## src/rtl/gpio_bus_arb.sv

```systemverilog
// Round-robin arbiter sharing the gpio slave bus among four requesters.
// Optional WAIT timeout: define GPIO_BUS_ARB_TIMEOUT_EN.
module gpio_bus_arb #(
  parameter int ADDR_W  = 2,
  parameter int TIMEOUT = 16
) (
  input  logic                clk,
  input  logic                reset,
  input  logic [3:0]          m_req,
  input  logic [3:0]          m_rw,
  input  logic [4*ADDR_W-1:0] m_addr,
  input  logic [127:0]        m_wr_data,
  output logic [3:0]          m_grnt,
  output logic [3:0]          m_done,
  output logic                m_err,
  output logic [31:0]         m_rd_data,
  output logic                busy,
  output logic                cs_,
  output logic                as_,
  output logic                rw,
  output logic [ADDR_W-1:0]   addr,
  output logic [31:0]         wr_data,
  input  logic [31:0]         rd_data,
  input  logic                rdy_
);

  localparam logic READ     = 1'b1;
  localparam logic WRITE    = 1'b0;
  localparam logic ENABLE_  = 1'b0;
  localparam logic DISABLE_ = 1'b1;

  typedef enum logic [1:0] {
    S_IDLE,
    S_BUS,
    S_WAIT
  } state_t;

  state_t     state;
  logic [1:0] ptr;
  logic [1:0] own;
  logic [1:0] pick;

  // Lowest offset from the pointer wins, so scan offsets high to low.
  function automatic logic [1:0] rr_pick(
    input logic [3:0] req,
    input logic [1:0] p
  );
    logic [1:0] r;
    logic [1:0] i;
    r = p;
    for (int k = 3; k >= 0; k--) begin
      i = p + 2'(k);
      if (req[i]) r = i;
    end
    return r;
  endfunction

  assign pick = rr_pick(m_req, ptr);
  assign busy = (state != S_IDLE);

`ifdef GPIO_BUS_ARB_TIMEOUT_EN
  localparam logic [7:0] WLAST = 8'(TIMEOUT - 1);
  logic [7:0] wcnt;
  logic       err_q;
  assign m_err = err_q;
`else
  assign m_err = 1'b0;
`endif

  always_ff @(posedge clk) begin
    if (reset) begin
      state     <= S_IDLE;
      ptr       <= '0;
      own       <= '0;
      m_grnt    <= '0;
      m_done    <= '0;
      m_rd_data <= '0;
      cs_       <= DISABLE_;
      as_       <= DISABLE_;
      rw        <= READ;
      addr      <= '0;
      wr_data   <= '0;
`ifdef GPIO_BUS_ARB_TIMEOUT_EN
      wcnt      <= '0;
      err_q     <= 1'b0;
`endif
    end else begin
      m_done <= '0;
      unique case (state)
        S_IDLE: begin
          if (|m_req) begin
            own     <= pick;
            m_grnt  <= 4'b0001 << pick;
            rw      <= m_rw[pick];
            addr    <= m_addr[int'(pick)*ADDR_W +: ADDR_W];
            wr_data <= m_wr_data[int'(pick)*32 +: 32];
            cs_     <= ENABLE_;
            as_     <= ENABLE_;
            state   <= S_BUS;
          end
        end
        S_BUS: begin
          cs_   <= DISABLE_;
          as_   <= DISABLE_;
          state <= S_WAIT;
`ifdef GPIO_BUS_ARB_TIMEOUT_EN
          wcnt  <= '0;
`endif
        end
        S_WAIT: begin
          if (!rdy_) begin
            m_done    <= m_grnt;
            m_grnt    <= '0;
            m_rd_data <= (rw == WRITE) ? '0 : rd_data;
            ptr       <= own + 2'd1;
            state     <= S_IDLE;
`ifdef GPIO_BUS_ARB_TIMEOUT_EN
            err_q     <= 1'b0;
`endif
          end
`ifdef GPIO_BUS_ARB_TIMEOUT_EN
          else if (wcnt == WLAST) begin
            m_done    <= m_grnt;
            m_grnt    <= '0;
            m_rd_data <= '0;
            ptr       <= own + 2'd1;
            state     <= S_IDLE;
            err_q     <= 1'b1;
          end else begin
            wcnt <= wcnt + 8'd1;
          end
`endif
        end
        default: state <= S_IDLE;
      endcase
    end
  end

endmodule

```

## config.mk

```make
export PLATFORM = sky130hd
export DESIGN_NAME = gpio_bus_arb
export DESIGN_NICKNAME = d
export VERILOG_FILES = /design/src/rtl/gpio_bus_arb.sv
export SDC_FILE = /design/constraint.sdc
export NUM_CORES = 1
export LEC_CHECK = 0
export CAP_MARGIN = 10
export CELL_PAD_IN_SITES_DETAIL_PLACEMENT = 1
export CELL_PAD_IN_SITES_GLOBAL_PLACEMENT = 1
export CORE_UTILIZATION = 26
export DETAILED_ROUTE_END_ITERATION = 16
export PLACE_DENSITY = 0.89
export SYNTH_ARGS = -nofsm -noshare
export SYNTH_HDL_FRONTEND = slang
export SYNTH_SLANG_ARGS = --single-unit
```

## constraint.sdc

```tcl
create_clock -name clk -period 2.3 [get_ports clk]
set_clock_uncertainty 0.05 [all_clocks]
set_input_delay 0.69 -clock clk [delete_from_list [all_inputs] [get_ports clk]]
set_output_delay 0.69 -clock clk [all_outputs]
set_load 0.005 [all_outputs]
```

==> metrics.txt <==
status=complete, no violations; final worst-path setup slack=between 0.06 and 0.07 ns; Initial DRC Count=between 200 and 250; Gate Count Post-Synth=465; Port Buffers=256; Synth async-reset ratio=0; CP Launch Type=flop; synth unique cells=46; CP required=between 1.5 and 2 ns; Num CTS Buffers=9; Syn Nets=644; Final #Nets=approximately 900; Pre-Repair DR Iteration Count=4; row count=45; worst vdd ir=0.354 mV; Tcrit/Tclk final=0.970; initial antenna violation count=1; Final setup viols=0; Core Box Area=15300 µm²; post-synthesis sequential area ratio=0.400; filler instances=1705; CP bufs+invs=1; Die H=128 µm; clock sinks=82; Synth warnings=0; Setup WS pre-CTS=-0.495 ns; Arr. time, crit path=about 1.5 ns; max-slew violation count=0; drt drc=0; Root Buffer=clkbuf_16; Hold Fails Final Rpt=0; Max Cap Violations=0; via-per-instance ratio=5.00; wire per inst=19.5 µm; Yosys reg bits=82; Initial Util=0.268; grt total ovfl=0; Global Route Usage Sum=0.226; largest net degree at the start of global routing=33; drt total wl=18500 µm; worst-path cell chain=or2_1, clkdlybuf4s50_1; crit-path max FO=4; CP Capture Type=output port; chip width=about 130 µm; RSZ-0062 raised after global routing=no; die area=16300 µm²; Power Dens Cells=600 nW/µm²; Synth Area per Inst=8.81 µm²; Clock Tree Buf Depth=2; CTS tree=done; clock slew at reported path FFs=around 0.07 ns; Routed Antenna Nets=0; DR vias=4745; CP max-delay cell=clkdlybuf4s50_1; vias in the first global route=5220; Largest delay share family, worst path=buffers and inverters; Worst path max stage delay=roughly 0.55 ns; critical path class=reg2out; fmax=448 MHz; Layout area overhead=86.5%; H-tree Lvls=3; post-route minimum period=2.23 ns; clk_lat worst skew=0.34 ns; top-level I/O count=approximately 260; post-route cell area=7650 µm²; Most used DFF post-synth=dfxtp_1; first-pass GRT wire length=28400 µm; hpwl dp=14000 µm; share of layout cells above drive strength 1=0.140; mapped cell area=4100 µm²; Placed Area=roughly 7200 µm²; EDFF count, synth=0; LEAKAGE=~3.2 nW; Hold/Removal Path Class=reg2reg; RePlAce Congestion=around 0.8
==> stage by stage <==
step,utilization,hold slack [ns],power [mW],cells,setup TNS (ns)
floorplan,-,0.399,2.21,465,0
global placement,0.471,0.408,3.05,927,-14.01
detailed placement,0.471,0.413,3.11,927,-18.04
CTS,0.499,0.432,4.63,948,0
global route,0.499,0.444,4.80,948,0
finish,0.499,0.434,4.59,949,0
==> metal layers <==
metal / track usage / share of wire / vias to the layer above
met5: 0 / 0.00038 / -
met4: 0.0833 / 0.024 / 2
met3: 0.0729 / 0.075 / 34
met2: 0.413 / 0.51 / 198
met1: 0.243 / 0.39 / 2288
li1: - / - / 2223
==> logic make-up (layout without fill, tap and decap cells) <==
logic type | count (synthesis) | count (layout) | share of synthesized area
buffers and inverters | 79 | 351 | 0.0800
and+or+nand+nor | 109 | 109 | 0.125
xor gates and xnor gates | 1 | 1 | 0.00214
AOI/OAI and AO/OA | 160 | 160 | 0.301
muxes | 33 | 33 | 0.0907
DFF | 82 | 82 | 0.400
other | 1 | 2 | 0.000915
==> area by class of cell <==
cell class	count	area [µm²]	area share
diodes	1	2.50	0.000327
clock buffers	9	225	0.0295
clock inverters	7	70.1	0.00916
inverters	34	128	0.0167
multi-input cells	304	2210	0.289
flip-flops and latches	82	1640	0.215
well taps	211	264	0.0345
repair buffers	301	3100	0.406
==> cells in the mapped netlist (all sizes together), types with 4 or more instances <==
cell type | number | area [µm²]
a21oi | 9 | 48.8
a22o | 32 | 280
a31oi | 66 | 413
and2 | 5 | 31.3
buf | 22 | 114
clkbuf | 23 | 86.3
dfxtp | 82 | 1640
inv | 34 | 128
mux2 | 33 | 372
nand2 | 4 | 15.0
nand3 | 5 | 25.0
nor2 | 76 | 288
nor2b | 5 | 33.8
o211a | 33 | 330
==> worst paths after layout <==
kind | from | to | slack (ns) | cells past startpoint
setup / recovery | state[0]$_SDFFE_PP0P_ | busy | 0.07 | 2
hold / removal | m_rd_data[20]$_SDFFE_PP0P_ | m_rd_data[20]$_SDFFE_PP0P_ | 0.43 | 1
setup reg to reg | ptr[0]$_SDFFE_PP0P_ | wr_data[22]$_SDFFE_PP0P_ | 0.39 | 7
hold reg to reg | m_rd_data[20]$_SDFFE_PP0P_ | m_rd_data[20]$_SDFFE_PP0P_ | 0.43 | 1
==> registers in the layout, summed over array words and instances (netlist names) <==
signal / flops
rw: 1
ptr: 2
as_: 1
addr: 2
m_rd_data: 32
m_grnt: 4
m_done: 4
wr_data: 32
state: 2
own: 2
==> worst reg2reg max path, stage by stage (launching register included) <==
cell       delay (ns)
dfxtp_1          0.50
nor2b_4          0.10
o21bai_2         0.22
nand3_4          0.18
buf_4            0.19
bufbuf_16        0.28
a31oi_1          0.16
o211a_1          0.18
==> power breakdown <==
group          total (mW)  switching, mW  internal [mW]
combinational        1.52          0.619          0.902
clock                1.44          0.680          0.763
sequential           1.62         0.0797           1.54
==> repair_timing <==
item                                    CTS  global route
setup buffers                             3             0
hold buffers                              0             0
resized for setup                        17             0
endpoints found under the setup margin   37             0
==> placed cells by master, fill, tap and decap left out, types with 2 or more instances in the layout <==
cell | synthesis | final
buf_6 | 0 | 7
o21a_1 | 2 | 2
buf_4 | 2 | 25
a31oi_1 | 66 | 65
nand2_1 | 4 | 4
a21oi_1 | 8 | 8
a211o_1 | 2 | 2
nor2_1 | 75 | 74
or3_1 | 2 | 2
and2_1 | 5 | 5
dlygate4sd2_1 | 0 | 4
buf_12 | 0 | 11
mux2_1 | 10 | 10
nor2b_2 | 1 | 2
mux2_2 | 23 | 23
clkdlybuf4s50_1 | 0 | 251
inv_1 | 34 | 34
a22o_1 | 32 | 32
dfxtp_1 | 82 | 82
o211a_1 | 33 | 33
nor3_4 | 0 | 2
inv_6 | 0 | 3
bufbuf_16 | 0 | 2
o31a_1 | 3 | 3
clkbuf_16 | 0 | 9
nand3b_1 | 3 | 3
nor2b_1 | 4 | 2
nand3_1 | 5 | 4
Note: power is estimated with default switching activity, not from simulation.
